==> config.mk <==
export PLATFORM = sky130hd
export DESIGN_NAME = cla_sub_pipe
export DESIGN_NICKNAME = d
export VERILOG_FILES = /design/src/rtl/cla_sub_pipe_pkg.sv /design/src/rtl/cla_sub_pipe_slice.sv /design/src/rtl/cla_sub_pipe.sv
export SDC_FILE = /design/constraint.sdc
export NUM_CORES = 1
export LEC_CHECK = 0
export CELL_PAD_IN_SITES_DETAIL_PLACEMENT = 0
export CELL_PAD_IN_SITES_GLOBAL_PLACEMENT = 1
export CORE_UTILIZATION = 30
export DETAILED_ROUTE_END_ITERATION = 8
export PLACE_DENSITY = 0.62
export SYNTH_ARGS = -nofsm -noshare
export SYNTH_HDL_FRONTEND = slang
export SYNTH_SLANG_ARGS = --single-unit
==> constraint.sdc <==
create_clock -name clk -period 4.7 [get_ports clk]
set_clock_uncertainty 0.05 [all_clocks]
set_input_delay 0.47 -clock clk [delete_from_list [all_inputs] [get_ports clk]]
set_output_delay 0.47 -clock clk [all_outputs]
set_load 0.1 [all_outputs]
==> src/rtl/cla_sub_pipe_pkg.sv <==
// ---------------------------------------------------------------------------
// cla_sub_pipe_pkg
// Shared definitions for the pipelined carry-lookahead subtractor:
//   CSP_SLICE / CSP_WIDTH : default slice and operand widths
//   CSP_STAGES            : derived pipeline depth (one slice per stage)
//   stage_t               : per-stage record at default widths
//   sub_ovf()             : two's-complement overflow rule for a - b
// ---------------------------------------------------------------------------
package cla_sub_pipe_pkg;

    localparam int unsigned CSP_SLICE  = 4;
    localparam int unsigned CSP_WIDTH  = 16;
    localparam int unsigned CSP_STAGES = CSP_WIDTH / CSP_SLICE;

    typedef struct packed {
        logic                 valid;
        logic [CSP_WIDTH-1:0] a;
        logic [CSP_WIDTH-1:0] b;
        logic [CSP_WIDTH-1:0] diff;
        logic                 carry;
    } stage_t;

    // Subtraction overflows when the operands differ in sign and the
    // result sign differs from the minuend sign.
    function automatic logic sub_ovf(input logic a_msb,
                                     input logic b_msb,
                                     input logic d_msb);
        return (a_msb != b_msb) && (d_msb != a_msb);
    endfunction

endpackage

==> src/rtl/cla_sub_pipe_slice.sv <==
// ---------------------------------------------------------------------------
// cla_slice
// Combinational W-bit carry-lookahead adder slice.
//   i_a, i_b : addends (the caller inverts the subtrahend)
//   i_cin    : carry in
//   o_sum    : i_a + i_b + i_cin, low W bits
//   o_cout   : carry out of the slice
// ---------------------------------------------------------------------------
module cla_slice #(
    parameter int unsigned W = 4
) (
    input  logic [W-1:0] i_a,
    input  logic [W-1:0] i_b,
    input  logic         i_cin,
    output logic [W-1:0] o_sum,
    output logic         o_cout
);

    logic [W-1:0] w_g;
    logic [W-1:0] w_p;
    logic [W:0]   w_c;
    logic         w_prod;

    assign w_g = i_a & i_b;
    assign w_p = i_a ^ i_b;

    // Each carry is a flat sum of products:
    //   c[i+1] = g[i] | p[i]g[i-1] | ... | p[i..0]cin
    // w_prod accumulates the propagate chain walking down from bit i.
    always_comb begin
        w_c    = '0;
        w_prod = 1'b0;
        w_c[0] = i_cin;
        for (int unsigned i = 0; i < W; i++) begin
            w_c[i+1] = w_g[i];
            w_prod   = w_p[i];
            for (int unsigned j = 0; j < i; j++) begin
                w_c[i+1] = w_c[i+1] | (w_prod & w_g[i-1-j]);
                w_prod   = w_prod & w_p[i-1-j];
            end
            w_c[i+1] = w_c[i+1] | (w_prod & i_cin);
        end
    end

    assign o_sum  = w_p ^ w_c[W-1:0];
    assign o_cout = w_c[W];

endmodule

==> src/rtl/cla_sub_pipe.sv <==
// ---------------------------------------------------------------------------
// cla_sub_pipe
// Elastic pipelined subtractor, diff = a - b - bin, one CLA slice per stage.
// The carry of each slice is registered and consumed by the next stage.
//   clk, rst            : clock, synchronous active-high reset
//   in_valid / in_ready : operand handshake (a, b, bin)
//   out_valid/out_ready : result handshake (diff, bout, ovf)
//   bout                : unsigned borrow (a < b + bin)
//   ovf                 : signed overflow
// ---------------------------------------------------------------------------
module cla_sub_pipe
    import cla_sub_pipe_pkg::*;
#(
    parameter int unsigned WIDTH = CSP_WIDTH,
    parameter int unsigned SLICE = CSP_SLICE
) (
    input  logic             clk,
    input  logic             rst,
    input  logic             in_valid,
    output logic             in_ready,
    input  logic [WIDTH-1:0] a,
    input  logic [WIDTH-1:0] b,
    input  logic             bin,
    output logic             out_valid,
    input  logic             out_ready,
    output logic [WIDTH-1:0] diff,
    output logic             bout,
    output logic             ovf
);

    localparam int unsigned STAGES = WIDTH / SLICE;

    // Same layout as stage_t, sized by this instance's parameters.
    typedef struct packed {
        logic             valid;
        logic [WIDTH-1:0] a;
        logic [WIDTH-1:0] b;
        logic [WIDTH-1:0] diff;
        logic             carry;
    } stg_t;

    stg_t             r_stg [STAGES];
    logic             r_bout;
    logic             r_ovf;

    stg_t             w_src [STAGES];
    stg_t             w_nxt [STAGES];
    logic [SLICE-1:0] w_sum [STAGES];
    logic             w_cout[STAGES];
    logic [STAGES:0]  w_rdy;

    // Stage k works on what stage k-1 holds; stage 0 works on the input beat.
    // Carry-in of slice 0 is ~bin since a - b - bin = a + ~b + ~bin.
    always_comb begin
        w_src[0].valid = in_valid;
        w_src[0].a     = a;
        w_src[0].b     = b;
        w_src[0].diff  = '0;
        w_src[0].carry = ~bin;
        for (int unsigned k = 1; k < STAGES; k++) begin
            w_src[k] = r_stg[k-1];
        end
    end

    for (genvar k = 0; k < STAGES; k++) begin : g_slice
        cla_slice #(.W(SLICE)) u_slice (
            .i_a   (w_src[k].a[k*SLICE +: SLICE]),
            .i_b   (~w_src[k].b[k*SLICE +: SLICE]),
            .i_cin (w_src[k].carry),
            .o_sum (w_sum[k]),
            .o_cout(w_cout[k])
        );
    end

    always_comb begin
        for (int unsigned k = 0; k < STAGES; k++) begin
            w_nxt[k]                          = w_src[k];
            w_nxt[k].diff[k*SLICE +: SLICE] = w_sum[k];
            w_nxt[k].carry                    = w_cout[k];
        end
    end

    // Ready propagates backwards from the consumer: a stage can take a new
    // beat if it is empty or its downstream neighbour is taking its beat.
    always_comb begin
        w_rdy         = '0;
        w_rdy[STAGES] = out_ready;
        for (int unsigned i = 0; i < STAGES; i++) begin
            w_rdy[STAGES-1-i] = !r_stg[STAGES-1-i].valid || w_rdy[STAGES-i];
        end
    end

    // The last stage doubles as the output register; its diff and the flag
    // registers are reset so the outputs read zero after reset.
    always_ff @(posedge clk) begin
        if (rst) begin
            for (int unsigned k = 0; k < STAGES; k++) begin
                r_stg[k].valid <= 1'b0;
            end
            r_stg[STAGES-1].diff <= '0;
            r_bout               <= 1'b0;
            r_ovf                <= 1'b0;
        end else begin
            for (int unsigned k = 0; k < STAGES; k++) begin
                if (w_rdy[k]) begin
                    r_stg[k] <= w_nxt[k];
                end
            end
            if (w_rdy[STAGES-1]) begin
                r_bout <= ~w_nxt[STAGES-1].carry;
                r_ovf  <= sub_ovf(w_nxt[STAGES-1].a[WIDTH-1],
                                  w_nxt[STAGES-1].b[WIDTH-1],
                                  w_nxt[STAGES-1].diff[WIDTH-1]);
            end
        end
    end

    assign in_ready  = w_rdy[0];
    assign out_valid = r_stg[STAGES-1].valid;
    assign diff      = r_stg[STAGES-1].diff;
    assign bout      = r_bout;
    assign ovf       = r_ovf;

endmodule

==> metrics.md <==
| Metric | Value |
|---|---|
| WP data required | between 4 and 5 ns |
| Reg clk slew, reported paths | roughly 0.060 ns |
| Placement Cell Area | ~0.0045 sq mm |
| RSZ-0062 raised after global routing | no |
| Slew Viols, Final | 0 |
| Area fraction of the dominant cell type after synthesis | 0.7393 |
| Clk sinks | 97 |
| Status | complete, no violations |
| Largest net degree at the start of global routing | 31 |
| Total power | ~2.1 mW |
| Via count | 1803 |
| Vias in the first global route | ~1800 |
| Seq/Total Area, Yosys | 0.7497 |
| FP Rows | a little over 40 |
| Crit. End Element | output port |
| Post-synthesis instance total | 230 |
| Die Ht | ~120 microns |
| CTS buffer count | 9 |
| DP Worst Slack | approximately 1.8 ns |
| Ports | 57 |
| Post-CTS Setup Repair Bufs | 0 |
| Root buffer cell | clkbuf_16 |
| Area leader, netlist | edfxtp_1 |
| Largest cells by area after synthesis | edfxtp_1 (74%), ha_1 (5.2%), buf_4 (3.1%) |
| Net count after synthesis | approximately 290 |
| DP HPWL | roughly 3.6 mm |
| Maxcap violations | 0 |
| Fmax | roughly 350 MHz |
| DRC errors left | 0 |
| Share of layout cells above drive strength 1 | 0.07692 |
| Tcrit/Tclk final | 0.6082 |
| Antenna diodes | 0 |
| ANT nets after route | 0 |
| # resized after CTS | 0 |
| GRT overflow | 0 |
| Worst IR Drop VDD | roughly 0.15 mV |
| Number of synthesized flops with an enable pin | 95 |
| Critical path type | input pin to output port |
| Post-route setup TNS | 0 ns |
| Asr flop ratio synth | 0 |
| Final hold violations | 0 |
| Syn_area_per_cell | 16.78 sq um |
| All-layer global routing usage | 0.08830 |
| Nets@finish | approximately 340 |
| WL final | 5.395 mm |
| Wire per inst | about 12 microns |
| Worst Hold Class | register to register |
| Port bufs | 56 |
| Leak pwr | between 1.5 and 2 nW |
| Starting density of the core | 0.3070 |
| DR vias/cell | approximately 3.9 |
| P per Cell Area | between 400 and 500 mW/mm^2 |
| DIE AREA | between 0.01 and 0.015 sq mm |
| Worst-Skew Late Latency | approximately 0.33 ns |
| Syn. warnings | 0 |
| Worst setup margin | around 1.8 ns |
| Gpl congestion | about 0.7 |
| # hold bufs at CTS | 0 |
| Initial DRC count | 36 |
| Initial antenna violation count | 0 |
| CTS Buffer Depth | 2 |
| Layout area overhead | 25.84% |
| Slew margin rel. | 0.3520 |
| Synth Flop Type | edfxtp_1 |
| Slew at the pin closest to its max-slew limit | roughly 0.97 ns |
| Yosys reg bits | 97 |
| Core area | 0.01257 sq mm |
| TritonCTS clock tree | built |
| Total number of H-tree levels | 3 |
| First-pass GRT wire length | between 8 and 9 mm |
| Drt first pass iters | 6 |
| CP startpoint kind | input pin |
| Crit path DAT | roughly 2.3 ns |
| Final instance area | around 0.005 sq mm |
| Post-Syn Area | a little under 0.004 sq mm |
| Crit Path Max Fanout | 6 |
| Fin crit period | approximately 2.9 ns |
| Final setup fails | 0 |
| Netlist cell types | 30 |
| Die width | around 120 microns |
==> worst max-delay path, cell delays in order <==
cell and delay, ns:
clkdlybuf4s50_1 0.41, nor2b_2 0.29, nand4_1 0.16, clkdlybuf4s50_1 1.00
==> cells in the mapped netlist (2+ instances only) <==
master    count
nor2b_1       3
edfxtp_1     95
nand4_1       2
xor2_1        2
buf_4        16
ha_1         16
inv_1        19
a21o_1        4
nand2b_1      3
and2_1       17
nor2_1       12
nand2_1       2
dfxtp_1       2
o21ai_0       6
xnor2_1       7
fa_1          4
a211oi_1      6
a21oi_1       2
==> cell usage in the layout (no fill, tap or decap), drive strengths merged <==
cell type,instances
o31a,1
nor2,12
edfxtp,95
xnor2,7
and2,17
o21bai,1
a21oi,2
a31oi,1
xor2,2
nand2,2
bufinv,2
or2,1
nand2b,3
a211oi,7
nor3,1
clkdlybuf4s50,56
nor2b,4
buf,2
o31ai,1
dfxtp,2
a21o,4
clkinvlp,1
clkinv,3
nand4,2
fa,4
o21a,1
o21ai,7
inv,19
clkbuf,9
nand3,1
ha,16
==> path summary, 6_finish.rpt <==
kind,startpoint,endpoint,cells after the start,slack (ns)
min,r_stg[0][82],r_stg[0][132],0,0.37
max,out_ready,in_ready,4,1.84
max reg2reg,r_stg[0][199],r_stg[0][153],3,2.78
min reg2reg,r_stg[0][82],r_stg[0][132],0,0.37
==> state kept, by name, indices dropped and copies added, names as in the netlist <==
| signal | flops |
|---|---|
| r_stg | 95 |
| ovf | 1 |
| bout | 1 |
==> power breakdown <==
group | total (mW) | switching (mW) | internal [mW]
Clock | 0.753 | 0.293 | 0.460
Combinational | 0.292 | 0.190 | 0.102
Sequential | 1.07 | 0.0239 | 1.05
==> cells by family (layout without fill, tap and decap cells) <==
family | after synthesis | count (layout) | share of synthesized area
fa+ha+maj | 20 | 20 | 0.07263
simple gates | 43 | 43 | 0.06063
xor+xnor | 9 | 9 | 0.02043
buf+inv | 36 | 92 | 0.05058
flops | 97 | 97 | 0.7497
compound gates | 25 | 25 | 0.04605
==> metal layers <==
metal	track usage	part of all wire
met1	0.09610	0.43
met5	0	0
met3	0.02877	0.047
met2	0.1485	0.49
met4	0.05714	0.024
==> final cells by class <==
| type | instances | area, sq um |
|---|---|---|
| clock buffers | 9 | 225.2 |
| multi-input cells | 97 | 792.0 |
| fillers | 1189 | 7712 |
| clock inverters | 6 | 83.83 |
| well taps | 172 | 215.2 |
| repair buffers | 58 | 575.6 |
| inverters | 19 | 71.32 |
| flip-flops and latches | 97 | 2893 |
==> through the flow <==
step                      utilization  hold slack (ns)  cells
after floorplan                     -           0.3503    230
after global placement         0.3618           0.3510    443
after detailed placement       0.3618           0.3545    443
after CTS                      0.3864           0.3670    458
after global routing           0.3864           0.3793    458
final                          0.3864           0.3676    458
Power figures use the tool's default switching activity.
